--- config.mk ---
export PLATFORM = sky130hd
export DESIGN_NAME = y_sram_access_sched
export DESIGN_NICKNAME = d
export VERILOG_FILES = /design/src/rtl/y_sram_access_sched_pkg.sv /design/src/rtl/y_sram_access_sched.sv
export SDC_FILE = /design/constraint.sdc
export NUM_CORES = 1
export LEC_CHECK = 0
export ABC_AREA = 1
export CAP_MARGIN = 20
export CORE_UTILIZATION = 59
export CTS_BUF_LIST = sky130_fd_sc_hd__clkbuf_4 sky130_fd_sc_hd__clkbuf_8 sky130_fd_sc_hd__clkbuf_16
export CTS_CLUSTER_SIZE = 20
export DETAILED_ROUTE_END_ITERATION = 10
export PLACE_DENSITY = 0.83
export RECOVER_POWER = 25
export SYNTH_ARGS = -nofsm -noshare
export SYNTH_HDL_FRONTEND = slang
export SYNTH_SLANG_ARGS = --single-unit
export TNS_END_PERCENT = 5
--- constraint.sdc ---
create_clock -name clk -period 3.65 [get_ports clk]
set_clock_uncertainty 0.15 [all_clocks]
set_input_delay 0.5475 -clock clk [delete_from_list [all_inputs] [get_ports clk]]
set_output_delay 0.5475 -clock clk [all_outputs]
set_load 0.005 [all_outputs]
--- src/rtl/y_sram_access_sched_pkg.sv ---
// Shared encodings and defaults for the Y SRAM access scheduler.
package y_sram_access_sched_pkg;

  localparam int unsigned DEFAULT_TURNAROUND = 1;
  localparam int unsigned DEFAULT_MAX_HOLD   = 64;
  localparam int unsigned DEFAULT_HOLD_W     = 7;
  localparam int unsigned TURN_W             = 3;

  typedef enum logic [1:0] {
    IDLE   = 2'd0,
    CP_OWN = 2'd1,
    WP_OWN = 2'd2,
    TURN   = 2'd3
  } schedState_t;

  typedef enum logic {
    OWNER_CP = 1'b0,
    OWNER_WP = 1'b1
  } owner_t;

  // Winner among active requesters; on a tie the side that did not own last wins.
  function automatic owner_t pickOwner(input logic cpReq, input logic wpReq,
                                       input owner_t lastOwner);
    if (cpReq && wpReq) begin
      return (lastOwner == OWNER_CP) ? OWNER_WP : OWNER_CP;
    end else if (cpReq) begin
      return OWNER_CP;
    end else begin
      return OWNER_WP;
    end
  endfunction

endpackage

--- src/rtl/y_sram_access_sched.sv ---
// Owns the Y SRAM port: arbitrates compute vs write-back requesters with a
// blocked-write turnaround gap between owners and an optional hold limit.
module y_sram_access_sched
  import y_sram_access_sched_pkg::*;
#(
  parameter int unsigned TURNAROUND = DEFAULT_TURNAROUND,
  parameter int unsigned MAX_HOLD   = DEFAULT_MAX_HOLD,
  parameter int unsigned HOLD_W     = DEFAULT_HOLD_W
) (
  input  logic clk,
  input  logic reset,
  input  logic in_cpReq,
  input  logic in_cpDone,
  input  logic in_wpReq,
  input  logic in_wpDone,
  output logic op_cpGrant,
  output logic op_wpGrant,
  output logic op_yComputeModuleEnable,
  output logic op_yWriteModuleEnable,
  output logic op_weBlock,
  output logic op_preempt
);

  localparam logic [TURN_W-1:0] TURN_LAST  = TURN_W'(TURNAROUND - 1);
  localparam logic [HOLD_W-1:0] HOLD_LAST  = HOLD_W'((MAX_HOLD == 0) ? 0 : MAX_HOLD - 1);
  localparam bit                HOLD_LIMIT = (MAX_HOLD != 0);

  schedState_t       state, stateNext;
  owner_t            lastOwner, lastOwnerNext;
  logic [HOLD_W-1:0] holdCnt, holdCntNext;
  logic [TURN_W-1:0] turnCnt, turnCntNext;
  logic              cpGrantNext, wpGrantNext, preemptNext;
  logic              arbitrate;
  logic              ownReq, ownDone, otherReq, forceRel;
  owner_t            winner;

  always_ff @(posedge clk or negedge reset) begin
    if (!reset) begin
      state      <= IDLE;
      lastOwner  <= OWNER_WP;
      holdCnt    <= '0;
      turnCnt    <= '0;
      op_cpGrant <= 1'b0;
      op_wpGrant <= 1'b0;
      op_weBlock <= 1'b1;
      op_preempt <= 1'b0;
    end else begin
      state      <= stateNext;
      lastOwner  <= lastOwnerNext;
      holdCnt    <= holdCntNext;
      turnCnt    <= turnCntNext;
      op_cpGrant <= cpGrantNext;
      op_wpGrant <= wpGrantNext;
      op_weBlock <= ~(cpGrantNext | wpGrantNext);
      op_preempt <= preemptNext;
    end
  end

  // Enables are the grant flops themselves, so they can never disagree.
  assign op_yComputeModuleEnable = op_cpGrant;
  assign op_yWriteModuleEnable   = op_wpGrant;

  always_comb begin
    stateNext     = state;
    lastOwnerNext = lastOwner;
    holdCntNext   = holdCnt;
    turnCntNext   = turnCnt;
    cpGrantNext   = 1'b0;
    wpGrantNext   = 1'b0;
    preemptNext   = 1'b0;
    arbitrate     = 1'b0;
    winner        = pickOwner(in_cpReq, in_wpReq, lastOwner);

    ownReq   = (state == WP_OWN) ? in_wpReq  : in_cpReq;
    ownDone  = (state == WP_OWN) ? in_wpDone : in_cpDone;
    otherReq = (state == WP_OWN) ? in_cpReq  : in_wpReq;
    forceRel = HOLD_LIMIT && otherReq && (holdCnt == HOLD_LAST);

    case (state)
      IDLE: arbitrate = 1'b1;
      CP_OWN, WP_OWN: begin
        if (ownDone || !ownReq || forceRel) begin
          stateNext     = TURN;
          turnCntNext   = '0;
          lastOwnerNext = (state == WP_OWN) ? OWNER_WP : OWNER_CP;
          preemptNext   = forceRel && ownReq && !ownDone;
        end else begin
          cpGrantNext = (state == CP_OWN);
          wpGrantNext = (state == WP_OWN);
          holdCntNext = (holdCnt == '1) ? holdCnt : holdCnt + HOLD_W'(1);
        end
      end
      TURN: begin
        if (turnCnt == TURN_LAST) begin
          arbitrate = 1'b1;
        end else begin
          turnCntNext = turnCnt + TURN_W'(1);
        end
      end
      default: stateNext = IDLE;
    endcase

    // Shared grant decision for IDLE and the final turnaround cycle.
    if (arbitrate) begin
      if (in_cpReq || in_wpReq) begin
        holdCntNext = '0;
        if (winner == OWNER_CP) begin
          stateNext   = CP_OWN;
          cpGrantNext = 1'b1;
        end else begin
          stateNext   = WP_OWN;
          wpGrantNext = 1'b1;
        end
      end else begin
        stateNext = IDLE;
      end
    end
  end

endmodule

# == Yosys cells after proc, flatten, opt, wreduce, memory -nomap -nowiden ==
# Index checks and enable logic that the tools add are counted.
# totals
regBits,17
output_inout_bits,6
word_cells,71
# op_classes
n_addsub,2
n_eq_ne,7
mux,34
bitwise,2
reduce_logical,18
# ops
operator,count
7-bit 2-to-1 mux,5
1-bit 2-to-1 mux,20
2-bit 2-to-1 mux,5
"7-bit by 1-bit adder with 7-bit output, second input constant",1
"7-bit by 6-bit equality test with 1-bit output, second input constant",1
"7-bit equality test, second input constant",1
3-bit 2-to-1 mux,2
3-bit one-hot mux with 2 select lines,1
2-bit nonzero test,3
"2-bit equality test, second input constant",2
1-bit logical AND,4
"2-bit inequality test, second input constant",2
2-bit AND reduction,2
"3-bit by 1-bit adder with 3-bit output, second input constant",1
3-bit logical NOT,1
1-bit logical OR,3
3-bit AND reduction,1
"2-bit by 1-bit equality test with 1-bit output, second input constant",1
1-bit logical NOT,2
2-bit logical NOT,1
1-bit one-hot mux with 2 select lines,1
2-bit OR reduction,1
1-bit NOT,1
1-bit bitwise OR,1

# == Depth between registers and ports, before layout ==
# Gate-level depths: netlist of the first run.
# logic_depth
depth_word,12
ltp_mapped,12
depth_no_buf,12

# == Worst setup path after synthesis of the first run ==
# OpenSTA, ideal clock, no wires.
# synth_path
path_type,register -> register
start,reg state[0]
end,reg holdCnt[2]
arrival_time_ns,1.411
required_ns,3.383
setup_slack_ns,1.971
path_stages_with_launch,11
n_path_buf,0
path_cell_list,dfrtp_1 > inv_1 > ha_1 > inv_1 > nand2_1 > nand2_1 > nand3_4 > nor2_8 > nand3_1 > o21ai_1 > nor2_1
# synth_between
elab_chain_cells,9
word_cells_on_any_way,17
cone_classes,eq/ne: 3; mux: 8; reduce/logical: 6
# synth_rtl
item,line_no,text
start: declaration,y_sram_access_sched.sv:28,"schedState_t state, stateNext;"
start signal: assignment,y_sram_access_sched.sv:48,state <= stateNext;
2-bit equality test,-,
1-bit 2-to-1 mux,y_sram_access_sched.sv:74,ownReq = (state == WP_OWN) ? in_wpReq : in_cpReq;
1-bit logical NOT,y_sram_access_sched.sv:82,if (ownDone || !ownReq || forceRel) begin
1-bit logical OR (2 in a row),y_sram_access_sched.sv:82,
7-bit 2-to-1 mux,y_sram_access_sched.sv:82,
7-bit 2-to-1 mux,y_sram_access_sched.sv:79,case (state)
7-bit 2-to-1 mux,y_sram_access_sched.sv:105,if (in_cpReq || in_wpReq) begin
7-bit 2-to-1 mux (*),y_sram_access_sched.sv:104,if (arbitrate) begin
named net holdCntNext[2],y_sram_access_sched.sv:30,"logic [HOLD_W-1:0] holdCnt, holdCntNext;"
end signal: assignment,y_sram_access_sched.sv:50,holdCnt <= holdCntNext;
end: declaration,y_sram_access_sched.sv:30,
# Mark *: on every way through the listed nets, which the timed path passes. The rest lies on a longest branch.
# A chain may end at the register's enable or synchronous reset.

# == Worst setup path after layout of the first run ==
# layout_path
start,reg op_weBlock
end,out op_weBlock
# layout_rtl
item,line_no,text
start: declaration,y_sram_access_sched.sv:20,"output logic op_weBlock,"
start signal: assignment,y_sram_access_sched.sv:54,op_weBlock <= ~(cpGrantNext | wpGrantNext);
# No word-level cell between the ends.

==> results of run 1 <==
==> flip-flops by register name (all words and copies together), names as in the netlist <==
register	cells
op_weBlock	1
op_cpGrant	1
holdCnt	7
op_wpGrant	1
state	2
op_preempt	1
turnCnt	3
lastOwner	1
==> how the worst max path moves through the flow <==
stage,from,endpoint,slack (ps)
3_3_place_gp,in_wpReq,holdCnt[2],1560
4_1_cts,op_weBlock,op_weBlock,1660
3_5_place_dp,in_cpReq,holdCnt[2],1490
2_1_floorplan,state[0],holdCnt[2],1970
6_report,op_weBlock,op_weBlock,1670
5_1_grt,state[0],holdCnt[2],1550
==> cell type report <==
type                    count  area (um^2)
multi-input cells          85          542
fillers                   155          489
flip-flops and latches     17          428
repair buffers             11          110
inverters                  25         96.3
well taps                  25         31.3
clock buffers               4         30.0
==> worst min-delay path, cell delays in order, from the launching register on <==
cell,delay [ps]
dfstp_2,380
nand2_1,50
o21ai_1,50
==> where the power goes <==
| group | internal, W | switching (W) |
|---|---|---|
| logic | 0.000176 | 0.000264 |
| clock network | 0.0000498 | 0.0000547 |
| registers | 0.000249 | 0.0000378 |
| total | 0.000474 | 0.000357 |
==> layout by cell type (no fill, tap or decap) <==
cell             synthesis  final
nand2_1                 31     31
inv_1                   20     20
dfrtp_1                 15     15
clkdlybuf4s50_1          0     10
nor2_1                   8      8
ha_1                     8      8
o21ai_1                  6      6
nand2_2                  5      5
nand3_1                  5      5
inv_2                    4      4
clkbuf_4                 0      4
a21oi_1                  3      3
nand3_4                  2      2
o21ai_2                  2      2
nor2_4                   2      2
nor2_8                   2      2
nor3_1                   2      2
nand4_1                  2      2
a21oi_2                  2      2
dfstp_2                  2      2
nor2_2                   1      1
nand2_4                  1      1
o21ai_0                  1      1
inv_4                    1      1
xor2_1                   1      1
o211ai_1                 1      1
dlygate4sd3_1            0      1
==> cell usage after synthesis (all sizes together) <==
cell	instances	area share
nand4	2	0.012
nand2	37	0.15
nor2	13	0.091
dfrtp	15	0.35
xor2	1	0.0081
o211ai	1	0.0069
inv	25	0.089
nand3	7	0.056
buf	2	0.014
nor3	2	0.0093
dfstp	2	0.049
o21ai	9	0.049
a21oi	5	0.030
ha	8	0.093
==> kinds of logic (layout without fill, tap and decap cells) <==
family | Yosys count | in the layout | synth area share
fa+ha+maj | 8 | 8 | 0.0926
simple gates | 61 | 61 | 0.315
compound gates | 15 | 15 | 0.0856
flops | 17 | 17 | 0.396
buf+inv | 27 | 40 | 0.103
xor+xnor | 1 | 1 | 0.00810
==> layer usage <==
metal / vias up / global-route usage / routed length, um / share of wire
li1: 424 / - / - / -
met2: 13 / 0.359 / 861 / 0.49
met3: 2 / 0.0360 / 37 / 0.021
met1: 368 / 0.267 / 838 / 0.48
met5: - / 0 / 0 / 0
met4: 0 / 0.0727 / 15 / 0.0086
==> stage by stage <==
stage | util | cell area, um^2 | power (W) | cells
4_1_cts | 0.717 | 1240 | 0.000842 | 167
5_1_grt | 0.717 | 1240 | 0.000912 | 167
6_report | 0.717 | 1240 | 0.000831 | 167
3_3_place_gp | 0.699 | 1210 | 0.000712 | 163
3_5_place_dp | 0.699 | 1210 | 0.000734 | 163
2_1_floorplan | - | 1080 | 0.000625 | 129
==> flow_summary_export.csv, run 1 <==
group,metric,value,unit
status,status,"complete, no violations",
timing,setup_viol,0,
clocking,hold_buffers,0,
placement,io_buffers,11,
final_layout,syn_to_final_growth,14.5,%
grt,antenna_found_initial,0,
worst_setup_path,slowest_delay,520,ps
clocking,clk_latency,280,ps
worst_setup_path,slowest_stage,"dfstp_2",
logic_synthesis,ys_types,25,
route,drt-pass1-iter-count,4,
die,start_util,0.626,
logic_synthesis,ys_warn_count,0,
timing,fin_setup_tns,0,ps
worst_setup_path,end_kind,"output port",
worst_setup_path,cp_num_cells,1,
final_layout,antenna_cells,0,
grt,grt_pass1_vias,732,
route,via_per_inst,4.83,
timing,slew_headroom,0.497,
clocking,cts_tree,"yes",
timing,slew_violations,0,
worst_setup_path,r2r_end,"holdCnt[2]",
logic_synthesis,synth_seq_cells,17,
placement,hpwl,1430,um
clocking,cts-root-buf,"clkbuf_4",
worst_hold_path,min_delay_path_depth,2,
final_layout,drive_gt1_frac,0.197,
logic_synthesis,synth-seq-area-share,0.396,
final_layout,fin_nets,157,
die,pin_count,12,
worst_setup_path,cp_top_family,"flip-flops",
grt,grt_use_total,0.210,
power_and_ir_drop,p_per_area,671,nW/um^2
worst_setup_path,critPathKind,"reg2out",
worst_setup_path,worstRegToRegCells,10,
timing,max_freq,505,MHz
route,wl_per_cell,10.5,um
grt,grt_pass1_wl,3020,um
route,drt-initial-drc-count,28,
clocking,cts.sinks,17,
timing,fin_crit_sh,0.543,
die,dieArea,2010,um^2
grt,gr-total-overflow,0,
clocking,htree_levels,1,
logic_synthesis,syn-num-nets,143,
job,cap_viol_max_count,0,
logic_synthesis,syn_avg_cell_area,8.38,um^2
die,die-height,44.8,um
worst_setup_path,crit_buf_inv,1,
worst_setup_path,cp.required,2950,ps
logic_synthesis,syn_area,1080,um^2
route,vias,807,
worst_setup_path,cp_max_fo,1,
worst_hold_path,hp-class,"reg2reg",
timing,tightest_slew,752,ps
worst_setup_path,cp_cell_sequence,"clkdlybuf4s50_1",
worst_hold_path,hp-start,"lastOwner",
worst_setup_path,r2r_start,"state[0]",
worst_setup_path,arrival,1280,ps
route,routed_wl,1750,um
die,die_x,44.8,um
timing,period_needed,1980,ps
clocking,cts-resized-gates,0,
timing,setup_ws,1670,ps
clocking,cts_buffer_depth,2,
timing,hold_viol_final,0,
clocking,cts_buffers,3,
worst_setup_path,start_kind,"flip-flop",
placement,place_ws,1490,ps
route,post-route-drc-count,0,
clocking,post_cts_buffers,0,
placement,gp_congestion,0.837,
die,rows,15,
timing,rsz0062_at_grt,"no",
grt,grt_max_degree,18,
die,fp.coreArea,1730,um^2
power_and_ir_drop,leakage,0.629,nW
logic_synthesis,syn_inst,129,
power_and_ir_drop,ir_drop,0.548,mV
worst_setup_path,r2r_slack,1770,ps
route,postRouteAntennaNets,0,
timing,holdWs,337,ps
worst_hold_path,min_to,"lastOwner",
clocking,path_clk_slew,90,ps
No activity file was read; power rests on OpenSTA's default activity.
==> run 2, diff against run 1 <==
--- a/config.mk
+++ b/config.mk
@@ -7,11 +7,11 @@
 export LEC_CHECK = 0
 export ABC_AREA = 1
 export CAP_MARGIN = 20
-export CORE_UTILIZATION = 59
+export CORE_UTILIZATION = 49
 export CTS_BUF_LIST = sky130_fd_sc_hd__clkbuf_4 sky130_fd_sc_hd__clkbuf_8 sky130_fd_sc_hd__clkbuf_16
 export CTS_CLUSTER_SIZE = 20
 export DETAILED_ROUTE_END_ITERATION = 10
-export PLACE_DENSITY = 0.83
+export PLACE_DENSITY = 0.74
 export RECOVER_POWER = 25
 export SYNTH_ARGS = -nofsm -noshare
 export SYNTH_HDL_FRONTEND = slang
==> constraint.sdc (replaced) <==
create_clock -name clk -period 1.6 [get_ports clk]
set_clock_uncertainty 0.15 [all_clocks]
set_input_delay 0.24 -clock clk [delete_from_list [all_inputs] [get_ports clk]]
set_output_delay 0.24 -clock clk [all_outputs]
set_load 0.005 [all_outputs]
==> run 2 against run 1 <==
Compared with the run above:
- hold slack better by 2.0 ps
- largest cell class unchanged
- highest routed layer unchanged
- non-clock buffer count is 28 higher
- final cell count is 18% higher
- largest power group unchanged
- register-to-register slack worse by 2000 ps
- the run now ends with setup timing left
==> flow_summary_export.csv, run 2 (same netlist as run 1, synthesis figures left out) <==
group,metric,value,unit
final_layout,syn_to_final_growth,44.1,%
route,routed_wl,2340,um
timing,period_needed,1810,ps
status,violations,"setup timing",
timing,holdWs,339,ps
timing,slew_headroom,0.417,
die,pin_count,12,
clocking,hold_buffers,0,
power_and_ir_drop,p_per_area,1590,nW/um^2
grt,grt_use_total,0.205,
worst_hold_path,min_to,"lastOwner",
final_layout,largest_register,"holdCnt",
grt,gr-total-overflow,0,
worst_setup_path,end_kind,"flip-flop",
final_layout,final_common_cell,"buf_4",
timing,max_freq,553,MHz
clocking,cts.sinks,17,
final_layout,n_fill_cell,126,
placement,place_inst,178,
worst_hold_path,hp-start,"lastOwner",
route,postRouteAntennaNets,0,
worst_setup_path,cp_num_cells,7,
final_layout,final_cell_mix,"buf_4 (25), nand2_1 (24), inv_1 (17), dfrtp_1 (14), nand2_2 (12)",
worst_setup_path,r2r_end,"holdCnt[0]",
route,post-route-drc-count,0,
worst_setup_path,crit_buf_inv,0,
die,start_util,0.535,
placement,io_buffers,11,
final_layout,regArea,429,um^2
worst_hold_path,hp-class,"reg2reg",
power_and_ir_drop,ir_drop,1.13,mV
die,die-height,49.0,um
die,dieArea,2400,um^2
final_layout,multiInputGateArea,648,um^2
die,die_x,49.0,um
worst_setup_path,r2r_slack,-210,ps
final_layout,largest_reg_flops,7,
placement,hpwl,1630,um
worst_setup_path,cp.required,1670,ps
worst_setup_path,cp_top_family,"simple AND/OR/NAND/NOR gates",
timing,fin_crit_sh,1.13,
die,rows,16,
die,fp.coreArea,2020,um^2
clocking,clk_latency,300,ps
grt,grt_pass1_wl,3770,um
worst_setup_path,start_kind,"flip-flop",
clocking,cts_buffers,3,
route,drt-pass1-iter-count,5,
final_layout,final_cells,197,
grt,grt_pass1_vias,926,
final_layout,top_regs,"holdCnt x7, turnCnt x3, state x2",
placement,gp_congestion,0.789,
worst_setup_path,slowest_stage,"dfrtp_1",
power_and_ir_drop,leakage,0.766,nW
timing,tightest_slew,874,ps
timing,hold_viol_final,0,
final_layout,fin_nets,185,
worst_setup_path,critPathKind,"reg2reg",
clocking,path_clk_slew,110,ps
route,drt-initial-drc-count,9,
final_layout,antenna_cells,0,
clocking,htree_levels,1,
worst_setup_path,worstRegToRegCells,7,
worst_setup_path,worst_path_most_repeated_cell,"nand2_2",
worst_setup_path,slowest_delay,400,ps
clocking,cts_tree,"yes",
clocking,cts_buffer_depth,2,
worst_setup_path,startpoint,"holdCnt[1]",
grt,antenna_found_initial,0,
timing,slew_violations,0,
route,wl_per_cell,11.9,um
worst_setup_path,cp_max_fo,6,
route,via_per_inst,4.85,
timing,setup_ws,-210,ps
final_layout,fin_util,0.770,
clocking,cts-root-buf,"clkbuf_4",
placement,place_ws,-236,ps
status,status,"finished, violations left",
worst_setup_path,cp_cell_sequence,"ha_4 -> nand2_2 -> nor3_1 -> nand2_2 -> nand2_2 -> o21ai_1 -> a21oi_1",
job,cap_viol_max_count,0,
worst_setup_path,arrival,1880,ps
worst_hold_path,min_delay_path_depth,2,
route,vias,955,
timing,setup_viol,15,
worst_setup_path,r2r_start,"holdCnt[1]",
timing,rsz0062_at_grt,"yes",
grt,grt_max_degree,18,
final_layout,drive_gt1_frac,0.447,
==> run 2: report_power, final <==
group	switching, W	internal [W]	leakage, nW
logic	0.000784	0.000795	0.531
clock network	0.000146	0.0000931	0.0177
registers	0.0000975	0.000569	0.217
==> run 2: metrics by stage <==
stage          setup TNS (ps)  area, um^2  total power, W
2_1_floorplan           -14.5        1140         0.00152
3_3_place_gp            -1550        1370         0.00191
3_5_place_dp            -2120        1370         0.00197
4_1_cts                 -1250        1460         0.00230
5_1_grt                 -3800        1560         0.00267
6_report                -1940        1560         0.00248
==> run 2: worst register-to-register path: cells and delay by family (launching register included) <==
kind                       cells  cell delay [ps]
adders and majority gates      1              160
and+or+nand+nor                4              810
AOI/OAI and AO/OA              2              210
DFF                            1              400
==> run 2: layout make-up <==
| cell class | count | area share |
|---|---|---|
| timing repair buffer | 39 | 0.207 |
| inverter | 25 | 0.0618 |
| multi-input combinational | 85 | 0.416 |
| clock buffer | 3 | 0.0145 |
| clock inverter | 1 | 0.00321 |
| tap | 27 | 0.0217 |
| sequential | 17 | 0.276 |
==> run 2: how the worst max path moves through the flow <==
| stage | end | slack, ps |
|---|---|---|
| CTS | holdCnt[2] | -170 |
| global placement | holdCnt[5] | -160 |
| finish | holdCnt[0] | -210 |
| floorplan | holdCnt[5] | -10 |
| global route | holdCnt[0] | -360 |
| detailed placement | holdCnt[5] | -240 |
==> run 2: layer usage <==
layer	vias up	global-route usage	share of wire
met2	24	0.363	0.52
met5	-	0	0
met1	439	0.248	0.43
met3	8	0.0312	0.027
li1	484	-	-
met4	0	0.0833	0.020
==> run 2: what timing repair did <==
action                     4_1_cts  5_1_grt
pin swaps                        7       11
cloned                           0        0
gates resized for setup          9        8
setup endpoints to repair       17       16
setup buffers                    6        9
==> run 3, diff against run 2 <==
--- a/config.mk
+++ b/config.mk
@@ -7,11 +7,11 @@
 export LEC_CHECK = 0
 export ABC_AREA = 1
 export CAP_MARGIN = 20
-export CORE_UTILIZATION = 49
+export CORE_UTILIZATION = 45
 export CTS_BUF_LIST = sky130_fd_sc_hd__clkbuf_4 sky130_fd_sc_hd__clkbuf_8 sky130_fd_sc_hd__clkbuf_16
 export CTS_CLUSTER_SIZE = 20
 export DETAILED_ROUTE_END_ITERATION = 10
-export PLACE_DENSITY = 0.74
+export PLACE_DENSITY = 0.69
 export RECOVER_POWER = 25
 export SYNTH_ARGS = -nofsm -noshare
 export SYNTH_HDL_FRONTEND = slang
==> run 3 against run 2 <==
Compared with the run above:
- sequential cell count unchanged
- largest power group unchanged
- wire length decreased by 13%
- highest routed layer unchanged
- via count decreased by 6.2%
- the run still ends with setup timing left
==> flow_summary_export.csv, run 3 (same netlist as run 1, synthesis figures left out) <==
group,metric,value,unit
power_and_ir_drop,leakage,0.718,nW
placement,hpwl,1600,um
die,dieArea,2600,um^2
final_layout,final_common_cell,"nand2_1",
worst_setup_path,cp.required,1680,ps
route,vias,896,
final_layout,syn_to_final_growth,33.2,%
placement,io_buffers,11,
status,status,"finished, violations left",
grt,grt_pass1_vias,908,
timing,holdWs,335,ps
die,pin_count,12,
grt,gr-total-overflow,0,
timing,hold_viol_final,0,
clocking,cts.sinks,17,
clocking,htree_levels,1,
power_and_ir_drop,ir_drop,1.07,mV
worst_setup_path,start_kind,"flip-flop",
placement,placed_cell_area,1360,um^2
timing,period_needed,1770,ps
clocking,clk_latency,300,ps
timing,setup_viol,13,
placement,gp_congestion,0.803,
worst_setup_path,slowest_delay,420,ps
die,rows,17,
job,cap_viol_max_count,0,
route,drt-pass1-iter-count,5,
worst_setup_path,crit_buf_inv,4,
timing,slew_headroom,0.393,
status,violations,"setup timing",
die,start_util,0.484,
final_layout,fin_util,0.645,
timing,max_freq,566,MHz
worst_setup_path,end_kind,"flip-flop",
worst_setup_path,critPathKind,"reg2reg",
worst_setup_path,cp_top_family,"buffers and inverters",
timing,setup_ws,-166,ps
clocking,cts_buffer_depth,2,
die,fp.coreArea,2230,um^2
grt,antenna_found_initial,0,
grt,grt_max_degree,18,
final_layout,multiInputGateArea,629,um^2
route,wl_per_cell,11.0,um
route,via_per_inst,4.82,
final_layout,drive_gt1_frac,0.367,
route,post-route-drc-count,0,
timing,tightest_slew,910,ps
worst_hold_path,hp-class,"reg2reg",
final_layout,antenna_cells,0,
final_layout,stdcell_area,1440,um^2
route,postRouteAntennaNets,0,
die,die_x,51.0,um
final_layout,n_fill_cell,199,
final_layout,regArea,429,um^2
power_and_ir_drop,p_per_area,1580,nW/um^2
clocking,cts_buffers,3,
final_layout,top_regs,"holdCnt x7, turnCnt x3, state x2",
final_layout,final_cell_mix,"nand2_1 (25), inv_1 (17), dfrtp_1 (14), buf_4 (14), nand2_2 (11)",
route,drt-initial-drc-count,20,
die,die-height,51.0,um
clocking,path_clk_slew,100,ps
final_layout,fin_nets,173,
grt,grt_pass1_wl,3670,um
clocking,hold_buffers,0,
clocking,cts-root-buf,"clkbuf_4",
final_layout,largest_register,"holdCnt",
final_layout,largest_reg_flops,7,
timing,slew_violations,0,
clocking,cts_tree,"yes",
grt,grt_use_total,0.192,
worst_setup_path,cp_cell_sequence,"buf_4 -> ha_1 -> inv_2 -> nor2_1 -> nand2_1 -> nand2_1 -> nand2_2 -> a21oi_4 -> buf_4 -> buf_4 -> a21oi_1",
worst_setup_path,worst_path_most_repeated_cell,"buf_4",
route,routed_wl,2040,um
worst_setup_path,cp_max_fo,3,
worst_setup_path,slowest_stage,"dfrtp_1",
worst_setup_path,arrival,1840,ps
timing,rsz0062_at_grt,"yes",
timing,fin_crit_sh,1.10,
run 3: metal layers:
metal | wire [um] | part of all wire | global-route usage
met1 | 886 | 0.43 | 0.232
met2 | 992 | 0.49 | 0.327
met3 | 91 | 0.045 | 0.0179
met4 | 68 | 0.033 | 0.116
met5 | 0 | 0 | 0
run 3: worst reg2reg max path: stages (launching register included):
cell and delay [ps]:
dfrtp_1 420, buf_4 140, ha_1 200, inv_2 80, nor2_1 40, nand2_1 80
nand2_1 70, nand2_2 90, a21oi_4 50, buf_4 140, buf_4 120, a21oi_1 110
run 3: final timing paths:
| check | slack (ps) | start | end | cells after the start |
|---|---|---|---|---|
| max | -170 | state[0] | holdCnt[6] | 11 |
| min | 340 | lastOwner | lastOwner | 2 |
| max reg2reg | -170 | state[0] | holdCnt[6] | 11 |
| min reg2reg | 340 | lastOwner | lastOwner | 2 |
| max in group asynchronous | 270 | reset | state[1] | 2 |
| min in group asynchronous | 420 | reset | turnCnt[2] | 2 |
run 3: area by class of cell:
type | count | area share
clock buffer | 4 | 0.0209
inverter | 25 | 0.0669
multi-input combinational | 86 | 0.437
sequential | 17 | 0.298
tap | 28 | 0.0243
timing repair buffer | 26 | 0.153
run 3: power breakdown:
part	switching [W]	total [W]	internal, W
Clock	0.000144	0.000258	0.000114
Combinational	0.000722	0.00136	0.000639
Sequential	0.0000923	0.000661	0.000569
run 3: per-stage QoR:
stage	instances	power [W]	setup TNS (ps)	worst slack [ps]
after floorplan	129	0.00152	-14.5	-14.5
final	186	0.00228	-1140	-166
after detailed placement	178	0.00195	-1980	-194
after CTS	184	0.00228	-1290	-154
after global routing	186	0.00249	-3080	-290
after global placement	178	0.00190	-1580	-162
run 3: what timing repair did:
| item | CTS | global route |
|---|---|---|
| pin swaps | 3 | 5 |
| setup endpoints to repair | 17 | 17 |
| resized for setup | 6 | 1 |
| hold endpoints to repair | 0 | 0 |
| buffers inserted | 1 | 2 |
| gates cloned | 1 | 0 |
